**src/rtl/wb_load_unit_if.sv**
```systemverilog
// Request, RAM-response and regfile-writeback signals for wb_load_unit.
// The slave modport is the unit's view; master is the MEM stage/RAM/regfile side.
interface wb_load_unit_if #(
    parameter int unsigned ADDR_W = 32,
    parameter int unsigned REG_AW = 5
);
    logic              in_valid;
    logic              in_ready;
    logic [ADDR_W-1:0] in_pc;
    logic              in_wen;
    logic [REG_AW-1:0] in_waddr;
    logic [31:0]       in_wdata;
    logic [3:0]        in_op;
    logic [ADDR_W-1:0] in_addr;
    logic [31:0]       in_rt_old;
    logic              in_cp0_sel;
    logic [31:0]       in_cp0_data;
    logic              ram_rvalid;
    logic [31:0]       ram_rdata;
    logic              wb_valid;
    logic [ADDR_W-1:0] wb_pc;
    logic              wb_wen;
    logic [REG_AW-1:0] wb_waddr;
    logic [31:0]       wb_wdata;
    logic              load_done;
    logic              misalign_err;
    logic              bus_err;
    logic              busy;

    modport slave (
        input  in_valid, in_pc, in_wen, in_waddr, in_wdata, in_op, in_addr,
               in_rt_old, in_cp0_sel, in_cp0_data, ram_rvalid, ram_rdata,
        output in_ready, wb_valid, wb_pc, wb_wen, wb_waddr, wb_wdata,
               load_done, misalign_err, bus_err, busy
    );

    modport master (
        output in_valid, in_pc, in_wen, in_waddr, in_wdata, in_op, in_addr,
               in_rt_old, in_cp0_sel, in_cp0_data, ram_rvalid, ram_rdata,
        input  in_ready, wb_valid, wb_pc, wb_wen, wb_waddr, wb_wdata,
               load_done, misalign_err, bus_err, busy
    );
endinterface

```
**src/rtl/wb_load_unit.sv**
```systemverilog
// Sequential writeback stage: accepts one MEM request, waits for RAM read data
// on loads, formats the result and drives a registered one-cycle regfile write.
module wb_load_unit #(
    parameter int unsigned ADDR_W   = 32,
    parameter int unsigned REG_AW   = 5,
    parameter int unsigned MAX_WAIT = 16,
    parameter int unsigned CNT_W    = $clog2(MAX_WAIT + 1)
) (
    input  logic          clk,
    input  logic          rst,
    wb_load_unit_if.slave bus
);
    typedef enum logic {ST_IDLE, ST_WAIT} state_e;

    typedef enum logic [3:0] {
        OP_NONE = 4'd0, OP_LB = 4'd1, OP_LBU = 4'd2, OP_LH = 4'd3,
        OP_LHU  = 4'd4, OP_LW = 4'd5, OP_LWL = 4'd6, OP_LWR = 4'd7
    } op_e;

    localparam logic [CNT_W-1:0] CNT_LAST = CNT_W'(MAX_WAIT - 1);

    state_e            state_q, state_d;
    logic [CNT_W-1:0]  cnt_q, cnt_d;
    logic [ADDR_W-1:0] req_pc_q, req_pc_d;
    logic              req_wen_q, req_wen_d;
    logic [REG_AW-1:0] req_waddr_q, req_waddr_d;
    logic [3:0]        req_op_q, req_op_d;
    logic [1:0]        req_off_q, req_off_d;
    logic [31:0]       req_rt_q, req_rt_d;

    logic              wb_valid_q, wb_valid_d;
    logic [ADDR_W-1:0] wb_pc_q, wb_pc_d;
    logic              wb_wen_q, wb_wen_d;
    logic [REG_AW-1:0] wb_waddr_q, wb_waddr_d;
    logic [31:0]       wb_wdata_q, wb_wdata_d;
    logic              load_done_q, load_done_d;
    logic              misalign_q, misalign_d;
    logic              bus_err_q, bus_err_d;

    logic              in_is_load;
    logic              in_misaligned;

    function automatic logic [31:0] fmt_load(input logic [3:0] op, input logic [1:0] o,
                                             input logic [31:0] m, input logic [31:0] r);
        logic [7:0]  b;
        logic [15:0] h;
        logic [31:0] res;
        case (o)
            2'd0:    b = m[7:0];
            2'd1:    b = m[15:8];
            2'd2:    b = m[23:16];
            default: b = m[31:24];
        endcase
        h = o[1] ? m[31:16] : m[15:0];
        case (op)
            OP_LB:   res = {{24{b[7]}}, b};
            OP_LBU:  res = {24'd0, b};
            OP_LH:   res = {{16{h[15]}}, h};
            OP_LHU:  res = {16'd0, h};
            OP_LWL: begin
                case (o)
                    2'd0:    res = {m[7:0], r[23:0]};
                    2'd1:    res = {m[15:0], r[15:0]};
                    2'd2:    res = {m[23:0], r[7:0]};
                    default: res = m;
                endcase
            end
            OP_LWR: begin
                case (o)
                    2'd0:    res = m;
                    2'd1:    res = {r[31:24], m[31:8]};
                    2'd2:    res = {r[31:16], m[31:16]};
                    default: res = {r[31:8], m[31:24]};
                endcase
            end
            default: res = m;
        endcase
        return res;
    endfunction

    assign in_is_load    = (bus.in_op != OP_NONE) && (bus.in_op <= OP_LWR);
    assign in_misaligned = ((bus.in_op == OP_LH || bus.in_op == OP_LHU) && bus.in_addr[0])
                         || (bus.in_op == OP_LW && bus.in_addr[1:0] != 2'b00);

    always_comb begin
        state_d     = state_q;
        cnt_d       = cnt_q;
        req_pc_d    = req_pc_q;
        req_wen_d   = req_wen_q;
        req_waddr_d = req_waddr_q;
        req_op_d    = req_op_q;
        req_off_d   = req_off_q;
        req_rt_d    = req_rt_q;
        wb_valid_d  = 1'b0;
        wb_pc_d     = '0;
        wb_wen_d    = 1'b0;
        wb_waddr_d  = '0;
        wb_wdata_d  = '0;
        load_done_d = 1'b0;
        misalign_d  = 1'b0;
        bus_err_d   = 1'b0;

        case (state_q)
            ST_IDLE: begin
                if (bus.in_valid) begin
                    if (!in_is_load) begin
                        wb_valid_d = 1'b1;
                        wb_pc_d    = bus.in_pc;
                        wb_waddr_d = bus.in_waddr;
                        wb_wen_d   = bus.in_wen && (bus.in_waddr != '0);
                        wb_wdata_d = bus.in_cp0_sel ? bus.in_cp0_data : bus.in_wdata;
                    end else if (in_misaligned) begin
                        wb_valid_d = 1'b1;
                        wb_pc_d    = bus.in_pc;
                        wb_waddr_d = bus.in_waddr;
                        misalign_d = 1'b1;
                    end else begin
                        state_d     = ST_WAIT;
                        cnt_d       = '0;
                        req_pc_d    = bus.in_pc;
                        req_wen_d   = bus.in_wen;
                        req_waddr_d = bus.in_waddr;
                        req_op_d    = bus.in_op;
                        req_off_d   = bus.in_addr[1:0];
                        req_rt_d    = bus.in_rt_old;
                    end
                end
            end
            ST_WAIT: begin
                if (bus.ram_rvalid) begin
                    state_d     = ST_IDLE;
                    wb_valid_d  = 1'b1;
                    wb_pc_d     = req_pc_q;
                    wb_waddr_d  = req_waddr_q;
                    wb_wen_d    = req_wen_q && (req_waddr_q != '0);
                    wb_wdata_d  = fmt_load(req_op_q, req_off_q, bus.ram_rdata, req_rt_q);
                    load_done_d = 1'b1;
                end else if (cnt_q == CNT_LAST) begin
                    // The increment that would reach MAX_WAIT ends the wait instead.
                    state_d    = ST_IDLE;
                    cnt_d      = '0;
                    wb_valid_d = 1'b1;
                    wb_pc_d    = req_pc_q;
                    wb_waddr_d = req_waddr_q;
                    bus_err_d  = 1'b1;
                end else begin
                    cnt_d = cnt_q + 1'b1;
                end
            end
            default: state_d = ST_IDLE;
        endcase
    end

    always_ff @(posedge clk) begin
        if (!rst) begin
            state_q     <= ST_IDLE;
            cnt_q       <= '0;
            req_pc_q    <= '0;
            req_wen_q   <= 1'b0;
            req_waddr_q <= '0;
            req_op_q    <= '0;
            req_off_q   <= '0;
            req_rt_q    <= '0;
            wb_valid_q  <= 1'b0;
            wb_pc_q     <= '0;
            wb_wen_q    <= 1'b0;
            wb_waddr_q  <= '0;
            wb_wdata_q  <= '0;
            load_done_q <= 1'b0;
            misalign_q  <= 1'b0;
            bus_err_q   <= 1'b0;
        end else begin
            state_q     <= state_d;
            cnt_q       <= cnt_d;
            req_pc_q    <= req_pc_d;
            req_wen_q   <= req_wen_d;
            req_waddr_q <= req_waddr_d;
            req_op_q    <= req_op_d;
            req_off_q   <= req_off_d;
            req_rt_q    <= req_rt_d;
            wb_valid_q  <= wb_valid_d;
            wb_pc_q     <= wb_pc_d;
            wb_wen_q    <= wb_wen_d;
            wb_waddr_q  <= wb_waddr_d;
            wb_wdata_q  <= wb_wdata_d;
            load_done_q <= load_done_d;
            misalign_q  <= misalign_d;
            bus_err_q   <= bus_err_d;
        end
    end

    assign bus.in_ready     = (state_q == ST_IDLE);
    assign bus.busy         = (state_q == ST_WAIT);
    assign bus.wb_valid     = wb_valid_q;
    assign bus.wb_pc        = wb_pc_q;
    assign bus.wb_wen       = wb_wen_q;
    assign bus.wb_waddr     = wb_waddr_q;
    assign bus.wb_wdata     = wb_wdata_q;
    assign bus.load_done    = load_done_q;
    assign bus.misalign_err = misalign_q;
    assign bus.bus_err      = bus_err_q;
endmodule

```
**src/flat_wrapper.sv**
```systemverilog
// flat-port wrapper written by rule: the top's interface ports become plain ports
module wb_load_unit_flat 
#(
    parameter int unsigned ADDR_W   = 32,
    parameter int unsigned REG_AW   = 5,
    parameter int unsigned MAX_WAIT = 16,
    parameter int unsigned CNT_W    = $clog2(MAX_WAIT + 1)
)
  (clk, rst, bus_in_valid, bus_in_pc, bus_in_wen, bus_in_waddr, bus_in_wdata, bus_in_op, bus_in_addr, bus_in_rt_old, bus_in_cp0_sel, bus_in_cp0_data, bus_ram_rvalid, bus_ram_rdata, bus_in_ready, bus_wb_valid, bus_wb_pc, bus_wb_wen, bus_wb_waddr, bus_wb_wdata, bus_load_done, bus_misalign_err, bus_bus_err, bus_busy);
  wb_load_unit_if #(.ADDR_W(ADDR_W), .REG_AW(REG_AW)) bus_i ();
  input  logic clk;
  input  logic rst;
  input wire logic [$bits(bus_i.in_valid)-1:0] bus_in_valid;
  input wire logic [$bits(bus_i.in_pc)-1:0] bus_in_pc;
  input wire logic [$bits(bus_i.in_wen)-1:0] bus_in_wen;
  input wire logic [$bits(bus_i.in_waddr)-1:0] bus_in_waddr;
  input wire logic [$bits(bus_i.in_wdata)-1:0] bus_in_wdata;
  input wire logic [$bits(bus_i.in_op)-1:0] bus_in_op;
  input wire logic [$bits(bus_i.in_addr)-1:0] bus_in_addr;
  input wire logic [$bits(bus_i.in_rt_old)-1:0] bus_in_rt_old;
  input wire logic [$bits(bus_i.in_cp0_sel)-1:0] bus_in_cp0_sel;
  input wire logic [$bits(bus_i.in_cp0_data)-1:0] bus_in_cp0_data;
  input wire logic [$bits(bus_i.ram_rvalid)-1:0] bus_ram_rvalid;
  input wire logic [$bits(bus_i.ram_rdata)-1:0] bus_ram_rdata;
  output wire logic [$bits(bus_i.in_ready)-1:0] bus_in_ready;
  output wire logic [$bits(bus_i.wb_valid)-1:0] bus_wb_valid;
  output wire logic [$bits(bus_i.wb_pc)-1:0] bus_wb_pc;
  output wire logic [$bits(bus_i.wb_wen)-1:0] bus_wb_wen;
  output wire logic [$bits(bus_i.wb_waddr)-1:0] bus_wb_waddr;
  output wire logic [$bits(bus_i.wb_wdata)-1:0] bus_wb_wdata;
  output wire logic [$bits(bus_i.load_done)-1:0] bus_load_done;
  output wire logic [$bits(bus_i.misalign_err)-1:0] bus_misalign_err;
  output wire logic [$bits(bus_i.bus_err)-1:0] bus_bus_err;
  output wire logic [$bits(bus_i.busy)-1:0] bus_busy;
  assign bus_i.in_valid = bus_in_valid;
  assign bus_i.in_pc = bus_in_pc;
  assign bus_i.in_wen = bus_in_wen;
  assign bus_i.in_waddr = bus_in_waddr;
  assign bus_i.in_wdata = bus_in_wdata;
  assign bus_i.in_op = bus_in_op;
  assign bus_i.in_addr = bus_in_addr;
  assign bus_i.in_rt_old = bus_in_rt_old;
  assign bus_i.in_cp0_sel = bus_in_cp0_sel;
  assign bus_i.in_cp0_data = bus_in_cp0_data;
  assign bus_i.ram_rvalid = bus_ram_rvalid;
  assign bus_i.ram_rdata = bus_ram_rdata;
  assign bus_in_ready = bus_i.in_ready;
  assign bus_wb_valid = bus_i.wb_valid;
  assign bus_wb_pc = bus_i.wb_pc;
  assign bus_wb_wen = bus_i.wb_wen;
  assign bus_wb_waddr = bus_i.wb_waddr;
  assign bus_wb_wdata = bus_i.wb_wdata;
  assign bus_load_done = bus_i.load_done;
  assign bus_misalign_err = bus_i.misalign_err;
  assign bus_bus_err = bus_i.bus_err;
  assign bus_busy = bus_i.busy;
  wb_load_unit #(.ADDR_W(ADDR_W), .REG_AW(REG_AW), .MAX_WAIT(MAX_WAIT), .CNT_W(CNT_W)) u_core (.clk(clk), .rst(rst), .bus(bus_i));
endmodule
```
**config.mk**
```make
export PLATFORM = sky130hd
export DESIGN_NAME = wb_load_unit_flat
export DESIGN_NICKNAME = d
export VERILOG_FILES = /design/src/rtl/wb_load_unit_if.sv /design/src/rtl/wb_load_unit.sv /design/src/flat_wrapper.sv
export SDC_FILE = /design/constraint.sdc
export NUM_CORES = 1
export LEC_CHECK = 0
export ABC_AREA = 1
export CAP_MARGIN = 40
export CORE_ASPECT_RATIO = 0.7
export CORE_MARGIN = 2
export CORE_UTILIZATION = 40
export CTS_CLUSTER_DIAMETER = 200
export CTS_CLUSTER_SIZE = 24
export DETAILED_ROUTE_END_ITERATION = 10
export PLACE_DENSITY = 0.72
export SLEW_MARGIN = 40
export SYNTH_ARGS = -nofsm -noshare
export SYNTH_HDL_FRONTEND = slang
export SYNTH_SLANG_ARGS = --single-unit
```
**constraint.sdc**
```tcl
create_clock -name clk -period 1.9 [get_ports clk]
set_input_delay 0.285 -clock clk [delete_from_list [all_inputs] [get_ports clk]]
set_output_delay 0.285 -clock clk [all_outputs]
set_load 0.02 [all_outputs]
```
==> results of run 1 <==
-- power by group through the flow --
stage               Clock, mW  Sequential (mW)  Combinational [mW]
finish                   3.58             3.50                2.10
global route             3.79             3.52                2.26
CTS                      3.64             3.50                2.06
detailed placement          0             3.57                2.05
global placement            0             3.57                2.04
floorplan                   0             3.64               0.949
-- final cells by class --
cell class	instances	share of cell area, %
multi-input combinational	974	37.19
timing repair buffer	330	27.08
sequential	156	25.39
clock buffer	21	3.661
tap	276	2.807
inverter	84	2.563
clock inverter	11	1.302
-- state kept, by name, indices dropped and copies added (netlist names), 2 cells and up --
name	flops
u_core.cnt_q	5
u_core.req_rt_q	32
u_core.req_off_q	2
u_core.bus.wb_waddr	5
u_core.req_pc_q	32
u_core.bus.wb_pc	32
u_core.bus.wb_wdata	32
u_core.req_waddr_q	5
u_core.req_op_q	4
-- how the worst min path moves through the flow --
stage                                 startpoint                          endpoint  slack (ns)  cells after the start
floorplan           u_core.cnt_q[4]$_SDFFE_PN0P_      u_core.cnt_q[4]$_SDFFE_PN0P_        0.41                      2
global placement    u_core.cnt_q[4]$_SDFFE_PN0P_      u_core.cnt_q[4]$_SDFFE_PN0P_        0.42                      2
finish                          bus_in_rt_old[9]   u_core.req_rt_q[9]$_SDFFE_PN0P_        0.43                      3
detailed placement  u_core.cnt_q[4]$_SDFFE_PN0P_      u_core.cnt_q[4]$_SDFFE_PN0P_        0.43                      2
CTS                            bus_in_rt_old[28]  u_core.req_rt_q[28]$_SDFFE_PN0P_        0.41                      3
global route                    bus_in_rt_old[0]   u_core.req_rt_q[0]$_SDFFE_PN0P_        0.44                      3
-- synthesized netlist by cell type (all sizes together) --
master	count	share of area [%]
mux2i	2	0.24
or2	2	0.15
buf	56	3.6
a21oi	137	8.2
nand3	120	7.2
ha	1	0.15
o21ai	57	3.4
xor2	1	0.10
dfxtp	156	37
o311ai	1	0.10
nand4	63	4.8
nor3	2	0.18
o22ai	3	0.22
o21a	1	0.089
o41ai	1	0.10
a22oi	2	0.18
nand2	426	19
o211ai	5	0.45
inv	84	3.7
nor2	120	5.5
mux2	30	4.0
clkbuf	36	1.6
-- per-layer routing --
layer	part of all wire (%)	wire length, µm	vias up
met5	0.040	13	-
met4	2.0	644	2
met3	10	3234	50
met2	42	13610	450
met1	46	14880	4543
li1	-	-	4804
-- cells by family (layout without fill, tap and decap cells) --
logic type | after synthesis | after routing
mux | 32 | 32
flops | 156 | 156
simple gates | 733 | 733
compound gates | 207 | 207
fa+ha+maj | 1 | 1
xor+xnor | 1 | 1
buf+inv | 176 | 446
-- stage by stage --
| step | total power, mW | setup slack (ns) |
|---|---|---|
| final | 9.184 | 0.1142 |
| after global routing | 9.565 | 0.001915 |
| after CTS | 9.205 | 0.1645 |
| after detailed placement | 5.620 | -0.1319 |
| after global placement | 5.607 | -0.08483 |
| after floorplan | 4.585 | 0.3625 |
-- worst max-delay path, cell delays in order (launching register included) --
cell and delay (ns):
dfxtp_1 0.34, inv_1 0.08, nor2_1 0.06, nand2_1 0.16, nand3_1 0.14, nor2_2 0.18
buf_4 0.27, a21oi_1 0.11, nand2_1 0.20, o21ai_0 0.12
-- what timing repair did --
item,CTS,global route
endpoints found under the setup margin,1,5
resized for setup,1,2
gates cloned,0,0
==> metrics, run 1 <==
status complete, no violations; highest-count cells in the layout ignoring fill and taps nand2_1 (425), clkdlybuf4s50_1 (251), dfxtp_1 (155); Final Hold Fails 0; Slew headroom 50.53%; drt wl/cell 17.48 µm; Vias/cell 5.318; Compound-Gate Fraction of Synth Area 12.71%; met1 track demand over resource 41.97%; Worst Path Required 2.21 ns; Seq pwr share 38.1%; # port buffers 252; max_cap viols 0; worst reg2reg path startpoint u_core.req_op_q[2]$_SDFFE_PN0P_; Critical R2R Capture u_core.bus.wb_wdata[7]$_SDFF_PN0_; CTS max path bufs 2; detailed-route DRC error count 0; DP HPWL 23,610 µm; buffer count from post-CTS setup fixing 0; num ports 283; unrepaired setup endpoints after global routing false; Distinct cells, synth 33; post-synthesis register bit count 156; latest clock arrival within the worst-skew pair 0.43 ns; largest family of logic cells by synthesized area simple AND/OR/NAND/NOR gates; Initial Util 40.70%; first-pass GRT wire length 50,090 µm; leakage 5.200 nW; Slew @ Worst Pin 0.7420 ns; area of the multi-input gates 4576 µm²; clk slew on worst S/H paths 0.06 ns; Routed Wire Length 32,380 µm; Sum Neg Setup Slack 0 ns; Hold Path Class in2reg; hold slack 0.4314 ns; synthesized net count 1,514; crit start category flop; GRT Total Usage 28.95%; Synth Cell Area 8426 µm²; total power per unit cell area 746.5 nW/µm²; # fillers 1,989; Non-Filler Instances 1,852; met3 Use GR 8.273%; fmax 560.0 MHz; worst vdd ir 0.6254 mV; share of layout cells above drive strength 1 10.22%; Num CTS Buffers 17; clock root cell clkbuf_16; GR met2 Demand/Resource 41.18%; Gate power share 22.9%; r2r setup slk 0.11 ns; post-synthesis adder-cell area fraction 0.1485%; drt first-iter violations 1,060; Worst EP arrival 2.10 ns; CP startpoint u_core.req_op_q[2]$_SDFFE_PN0P_; simple-gate share of the synthesized area 36.80%; # setup viols final 0; Sw Share 29.27%; dpl cell area 11,690 µm²; Die W 177.5 µm; Max FO, Critical Path 13; grt peak-use layer met1; initial antenna violation count 1; Core ar. 20,700 µm²; CTS Hold Bufs 0; Setup Skew 0.007068 ns; post-route antenna net violation count 0; largest net degree at the start of global routing 74; vias 9,849; die area 22,260 µm²; first-pass detailed-route iteration total 5; post-layout util 59.44%; Final Max Slew Viols 0; Syn-to-layout area delta 46.02%; end of the critical path u_core.bus.wb_wdata[7]$_SDFF_PN0_; CTS tree built; sequential cell area 3124 µm²; GP Congestion 0.9497; Design Area, Final 12,300 µm²; diode count 0; minimum clock period 1.786 ns; reported net switching power 2.688 mW; commonest non-fill, non-tap cell in the layout nand2_1; XOR/XNOR Fraction of Synth Area 0.1040%; Die Y 125.4 µm; GRT Residual Overflow 0; synth warn 0; Internal Power 6.496 mW; sequential area share after synthesis 37.07%; Rows 44; Synth Area per Inst 6.451 µm²; Sink Count 156; mux contribution to synthesized area 4.247%; Final Cycle Share 93.99%; clock power share 39.0%; Mapped Cells 1,306; vias in the first global route 8,985; final layout net count 1,771; WS Path Type reg2reg; reg2reg path depth 9; # H-tree levels 4; placed cells 1,820; CP Capture Type flop
(Power assumes the default switching activity.)
==> run 2: changes to the inputs <==
--- a/config.mk
+++ b/config.mk
@@ -9,11 +9,10 @@
 export CAP_MARGIN = 40
 export CORE_ASPECT_RATIO = 0.7
 export CORE_MARGIN = 2
-export CORE_UTILIZATION = 40
+export CORE_UTILIZATION = 25
 export CTS_CLUSTER_DIAMETER = 200
 export CTS_CLUSTER_SIZE = 24
 export DETAILED_ROUTE_END_ITERATION = 10
-export PLACE_DENSITY = 0.72
 export SLEW_MARGIN = 40
 export SYNTH_ARGS = -nofsm -noshare
 export SYNTH_HDL_FRONTEND = slang
==> run 2 against run 1 <==
Die area grew 58%. Total power increased by 2.4%. Sequential power about the same. Count of clock-buffer cells in the layout decreased by 4. Setup slack got worse by 0.026 ns. Global-route usage decreased by 9.2 points. Critical path depth unchanged. First-iteration DRC count grew 6.4%. Via count is 0.56% higher. Largest power group unchanged. Final cell count grew 9.3%.
==> metrics, run 2 (synthesized netlist as in run 1, its figures left out) <==
die area 35,210 µm² (was 22,260 µm²); minimum clock period 1.812 ns (was 1.786 ns); final layout net count 1,782 (was 1,771); Sink Count 156 (unchanged); total power per unit cell area 741.5 nW/µm² (was 746.5 nW/µm²); Initial Util 25.26% (was 40.70%); first-pass GRT wire length 53,250 µm (was 50,090 µm); Syn-to-layout area delta 50.48% (was 46.02%); post-route antenna net violation count 0 (unchanged); Vias/cell 4.891 (was 5.318); Final Max Slew Viols 0 (unchanged); Final Hold Fails 0 (unchanged); drt wl/cell 17.79 µm (was 17.48 µm); # H-tree levels 4 (unchanged); post-layout util 38.01% (was 59.44%); CP max-delay cell dfxtp_1 (unchanged); worst vdd ir 0.5863 mV (was 0.6254 mV); Die Y 157.6 µm (was 125.4 µm); vias 9,904 (was 9,849); leakage 5.285 nW (was 5.200 nW); Setup Skew 0.01426 ns (was 0.007068 ns); WL met2 15,420 µm (was 13,610 µm); Max FO, Critical Path 21 (was 13); commonest non-fill, non-tap cell in the layout nand2_1 (unchanged); dpl cell area 11,990 µm² (was 11,690 µm²); # fillers 3,508 (was 1,989); largest net degree at the start of global routing 97 (was 74); WP buf/inv 3 (was 2); first-pass detailed-route iteration total 6 (was 5); max_cap viols 0 (unchanged); num ports 283 (unchanged); clk slew on worst S/H paths 0.07 ns (was 0.06 ns); GP Congestion 0.9675 (was 0.9497); Final Cycle Share 95.37% (was 93.99%); drt first-iter violations 1,128 (was 1,060); Slew headroom 67.23% (was 50.53%); clock root cell clkbuf_16 (unchanged); WS Path Type reg2reg (unchanged); crit start category flop (unchanged); status complete, no violations (unchanged); Top delay family on crit path buffers and inverters (was simple AND/OR/NAND/NOR gates); Worst Path Required 2.22 ns (was 2.21 ns); latest clock arrival within the worst-skew pair 0.44 ns (was 0.43 ns); GRT Residual Overflow 0 (unchanged); Met1 Wirelength 16,590 µm (was 14,880 µm); worst-path cell chain buf_12 -> buf_4 -> nor2_2 -> buf_4 -> nand2_1 -> nand4_1 -> nand3_1 -> o21ai_0 -> nand2_1 (was inv_1 -> nor2_1 -> nand2_1 -> nand3_1 -> nor2_2 -> buf_4 -> a21oi_1 -> nand2_1 -> o21ai_0); Core ar. 33,350 µm² (was 20,700 µm²); Largest stage delay, worst path 0.34 ns (about the same); highest-count cells in the layout ignoring fill and taps nand2_1 (422), clkdlybuf4s50_1 (251), dfxtp_1 (152) (was nand2_1 (425), clkdlybuf4s50_1 (251), dfxtp_1 (155)); Hold Path Class in2reg (unchanged); GRT Total Usage 19.79% (was 28.95%); top layer in use met5 (unchanged); Num CTS Buffers 17 (unchanged); Slew @ Worst Pin 0.4916 ns (was 0.7420 ns); hold slack 0.4159 ns (was 0.4314 ns); share of layout cells above drive strength 1 11.78% (was 10.22%); Die W 223.4 µm (was 177.5 µm); # port buffers 252 (unchanged); # setup viols final 0 (unchanged); r2r setup slk 0.09 ns (was 0.11 ns); Design Area, Final 12,680 µm² (was 12,300 µm²); detailed-route DRC error count 0 (unchanged); vias in the first global route 9,027 (was 8,985); CTS max path bufs 2 (unchanged); unrepaired setup endpoints after global routing false (unchanged); DP HPWL 26,480 µm (was 23,610 µm); CP Capture Type flop (unchanged); CTS tree built (unchanged); fmax 551.9 MHz (was 560.0 MHz); Worst EP arrival 2.13 ns (was 2.10 ns); Rows 56 (was 44); met3 WL 3281 µm (was 3234 µm); Routed Wire Length 36,030 µm (was 32,380 µm); initial antenna violation count 5 (was 1)
## run 2: cell count changes in the layout (fill, tap and decap cells not counted), sizes merged
cell	change
buf	+11
inv	+8
clkbuf	-4
clkinv	-3
diode	+3
clkinvlp	-1
## run 2: layout make-up
type                       count  area [µm²]  area share (%)
clock buffer                  17       425.4           3.355
clock inverter                15       198.9           1.569
timing repair buffer         341        3443           27.16
tap                          435       544.3           4.293
inverter                      84       315.3           2.487
antenna                        3       7.507         0.05921
multi-input combinational    974        4616           36.41
sequential                   156        3128           24.67
## run 2: path summary, 6_finish.rpt
check | startpoint | end | cells past startpoint
setup / recovery | u_core.req_off_q[0]$_SDFFE_PN0P_ | u_core.bus.wb_wdata[8]$_SDFF_PN0_ | 9
setup reg to reg | u_core.req_off_q[0]$_SDFFE_PN0P_ | u_core.bus.wb_wdata[8]$_SDFF_PN0_ | 9
hold reg to reg | u_core.cnt_q[4]$_SDFFE_PN0P_ | u_core.cnt_q[4]$_SDFFE_PN0P_ | 2
hold / removal | bus_in_rt_old[28] | u_core.req_rt_q[28]$_SDFFE_PN0P_ | 3
## run 2: metal layers
layer,track usage (%),vias up
met5,0,-
met4,6.159,4
met3,5.475,45
met2,29.19,432
met1,27.85,4605
li1,-,4818
## run 2: where the power goes
| part | internal [mW] | total [mW] | leakage (nW) | switching [mW] |
|---|---|---|---|---|
| clock | 2.12 | 3.73 | 0.305 | 1.60 |
| sequential | 3.43 | 3.50 | 1.27 | 0.0769 |
| combinational | 0.985 | 2.17 | 3.71 | 1.19 |
## run 2: per-stage QoR
step	instances	total power [mW]	TNS, ns	setup WS, ns
2_1_floorplan	1306	4.585	0	0.3625
3_3_place_gp	1988	5.677	-4.836	-0.1161
3_5_place_dp	1988	5.684	-6.574	-0.1439
4_1_cts	2020	9.431	0	0.02509
5_1_grt	2024	9.791	0	0.004589
6_report	2025	9.402	0	0.08805
## run 2: worst register-to-register path: cells and delay by family, from the launching register on
kind | cells | cell delay (ns)
and+or+nand+nor | 5 | 0.53
AOI/OAI and AO/OA | 1 | 0.27
DFF | 1 | 0.34
buffers and inverters | 3 | 0.56
## run 2: what timing repair did
item / CTS / global route
endpoints found under the setup margin: 6 / 26
pin swaps: 0 / 2
hold buffers: 0 / 0
hold endpoints to repair: 0 / 0
setup buffers: 0 / 2
gates resized for setup: 4 / 15
==> run 3: changes to the inputs <==
--- a/config.mk
+++ b/config.mk
@@ -6,7 +6,7 @@
 export NUM_CORES = 1
 export LEC_CHECK = 0
 export ABC_AREA = 1
-export CAP_MARGIN = 40
+export CAP_MARGIN = 20
 export CORE_ASPECT_RATIO = 0.7
 export CORE_MARGIN = 2
 export CORE_UTILIZATION = 25
==> constraint.sdc (replaced) <==
create_clock -name clk -period 1.87 [get_ports clk]
set_input_delay 0.2805 -clock clk [delete_from_list [all_inputs] [get_ports clk]]
set_output_delay 0.2805 -clock clk [all_outputs]
set_load 0.02 [all_outputs]
==> run 3 against run 2 <==
Maximum frequency decreased by 0.42%. Sequential power increased by 2%. Die area unchanged. Count of clock-buffer cells in the layout increased by 3. Utilization increased by 0.15 points. Clock power increased by 8.0%. Highest routed layer unchanged.
==> metrics, run 3 (synthesized netlist as in run 1, its figures left out) <==
WS Path Type reg2reg (unchanged); fmax 549.6 MHz (was 551.9 MHz); Critical R2R Capture u_core.bus.wb_wdata[5]$_SDFF_PN0_ (was u_core.bus.wb_wdata[8]$_SDFF_PN0_); Final Max Slew Viols 0 (unchanged); total power per unit cell area 767.7 nW/µm² (was 741.5 nW/µm²); latest clock arrival within the worst-skew pair 0.44 ns (about the same); post-route antenna net violation count 0 (unchanged); leakage 5.324 nW (was 5.285 nW); vias 9,699 (was 9,904); # H-tree levels 4 (unchanged); final layout net count 1,786 (was 1,782); worst reg2reg path startpoint u_core.req_off_q[1]$_SDFFE_PN0P_ (was u_core.req_off_q[0]$_SDFFE_PN0P_); Num CTS Buffers 17 (unchanged); worst vdd ir 0.6597 mV (was 0.5863 mV); Hold Path Class in2reg (unchanged); Vias/cell 4.785 (was 4.891); worst hold endpoint u_core.req_rt_q[2]$_SDFFE_PN0P_ (was u_core.req_rt_q[28]$_SDFFE_PN0P_); Final Cycle Share 97.30% (was 95.37%); Power, Total 9.770 mW (was 9.402 mW); max_cap viols 0 (unchanged); highest-count cells in the layout ignoring fill and taps nand2_1 (425), clkdlybuf4s50_1 (251), dfxtp_1 (155) (was nand2_1 (422), clkdlybuf4s50_1 (251), dfxtp_1 (152)); status complete, no violations (unchanged); die area 35,210 µm² (unchanged); buffer count from post-CTS setup fixing 0 (unchanged); GRT Residual Overflow 0 (unchanged); DP HPWL 26,410 µm (was 26,480 µm); GRT Total Usage 19.56% (was 19.79%); CP Capture Type flop (unchanged); Die W 223.4 µm (unchanged); Hold Path Cell Cnt 3 (unchanged); initial antenna violation count 2 (was 5); first-pass detailed-route iteration total 6 (unchanged); CTS tree built (unchanged); Syn-to-layout area delta 51.05% (was 50.48%); clock root cell clkbuf_16 (unchanged); GP Congestion 0.9546 (was 0.9675); detailed-route DRC error count 0 (unchanged); Core ar. 33,350 µm² (unchanged); source of the worst hold timing path bus_in_rt_old[2] (was bus_in_rt_old[28]); r2r setup slk 0.05 ns (was 0.09 ns); Setup Skew 0.008732 ns (was 0.01426 ns); Sink Count 156 (unchanged); num ports 283 (unchanged); post-layout util 38.16% (was 38.01%); Max FO, Critical Path 14 (was 21); # port buffers 252 (unchanged); Rows 56 (unchanged); reg2reg path depth 9 (unchanged); commonest non-fill, non-tap cell in the layout nand2_1 (unchanged); Initial Util 25.26% (unchanged); drt first-iter violations 909 (was 1,128); Worst EP arrival 2.15 ns (was 2.13 ns); Slew @ Worst Pin 0.4716 ns (was 0.4916 ns); Slew headroom 68.56% (was 67.23%); setup ws final 0.05048 ns (was 0.08805 ns); first-pass GRT wire length 52,420 µm (was 53,250 µm); vias in the first global route 9,005 (was 9,027); clk slew on worst S/H paths 0.06 ns (was 0.07 ns); Die Y 157.6 µm (unchanged); dpl cell area 12,030 µm² (was 11,990 µm²); largest net degree at the start of global routing 97 (unchanged); unrepaired setup endpoints after global routing true (was false); Design Area, Final 12,730 µm² (was 12,680 µm²); Worst Path Required 2.20 ns (was 2.22 ns); minimum clock period 1.820 ns (was 1.812 ns); Routed Wire Length 35,560 µm (was 36,030 µm); crit start category flop (unchanged); # setup viols final 0 (unchanged); drt wl/cell 17.54 µm (was 17.79 µm); Setup WS pre-CTS -0.1732 ns (was -0.1439 ns); CTS max path bufs 2 (unchanged); hold slack 0.4191 ns (was 0.4159 ns); share of layout cells above drive strength 1 11.44% (was 11.78%); Final Hold Fails 0 (unchanged)
-- run 3: changes by cell type in the layout (fill, tap and decap cells not counted), moves of 3 or more --
| cell | before | now |
|---|---|---|
| dfxtp_2 | 4 | 1 |
| inv_6 | 8 | 3 |
| nand2_1 | 422 | 425 |
| buf_4 | 68 | 72 |
| clkbuf_8 | 0 | 3 |
| dfxtp_1 | 152 | 155 |
| nand2_2 | 4 | 1 |
-- run 3: power breakdown --
part | leakage (nW) | switching [mW] | internal [mW]
registers | 1.27 | 0.0745 | 3.48
clock network | 0.328 | 1.53 | 2.49
logic | 3.72 | 1.19 | 0.994
total | 5.32 | 2.80 | 6.97
-- run 3: layout make-up --
class,count,area (µm²)
multi-input combinational,974,4594
sequential,156,3124
antenna,1,2.502
clock inverter,12,206.4
clock buffer,20,466.7
tap,435,544.3
timing repair buffer,345,3473
inverter,84,315.3
fill,3524,20620
-- run 3: worst max-delay path by stage --
stage,slack [ns],cells after the start,from,endpoint
floorplan,0.33,7,u_core.bus.busy$_SDFF_PN0_,u_core.req_pc_q[22]$_SDFFE_PN0P_
CTS,0.04,8,u_core.req_op_q[2]$_SDFFE_PN0P_,u_core.bus.wb_wdata[27]$_SDFF_PN0_
detailed placement,-0.17,10,bus_in_op[0],u_core.bus.wb_pc[10]$_SDFF_PN0_
global route,-0.005,11,u_core.req_off_q[0]$_SDFFE_PN0P_,u_core.bus.wb_wdata[27]$_SDFF_PN0_
finish,0.05,9,u_core.req_off_q[1]$_SDFFE_PN0P_,u_core.bus.wb_wdata[5]$_SDFF_PN0_
global placement,-0.15,11,bus_in_op[2],u_core.bus.wb_pc[10]$_SDFF_PN0_
-- run 3: what timing repair did --
action / in CTS / in global routing
endpoints found under the setup margin: 1 / 14
resized for setup: 1 / 7
hold buffers: 0 / 0
-- run 3: routing by layer --
layer	global-route usage, %	vias up	routed length, µm
met1	27.01	4477	16490
li1	-	4828	-
met5	0	-	13
met2	29.03	353	15360
met3	6.125	39	3120
met4	5.905	2	575
-- run 3: critical path, stage by stage, from the launching register on --
cell and delay, ns:
dfxtp_1 0.37, buf_12 0.16, inv_2 0.11, buf_4 0.18, o21ai_0 0.38, a21oi_1 0.13
nor2_1 0.12, nand3_1 0.07, nand2_1 0.11, nand2_1 0.07
-- run 3: per-stage QoR --
stage                     instances  setup TNS [ns]
after global placement         1994          -6.549
after floorplan                1306               0
after detailed placement       1994          -7.698
after global routing           2027       -0.006497
after CTS                      2026               0
final                          2027               0
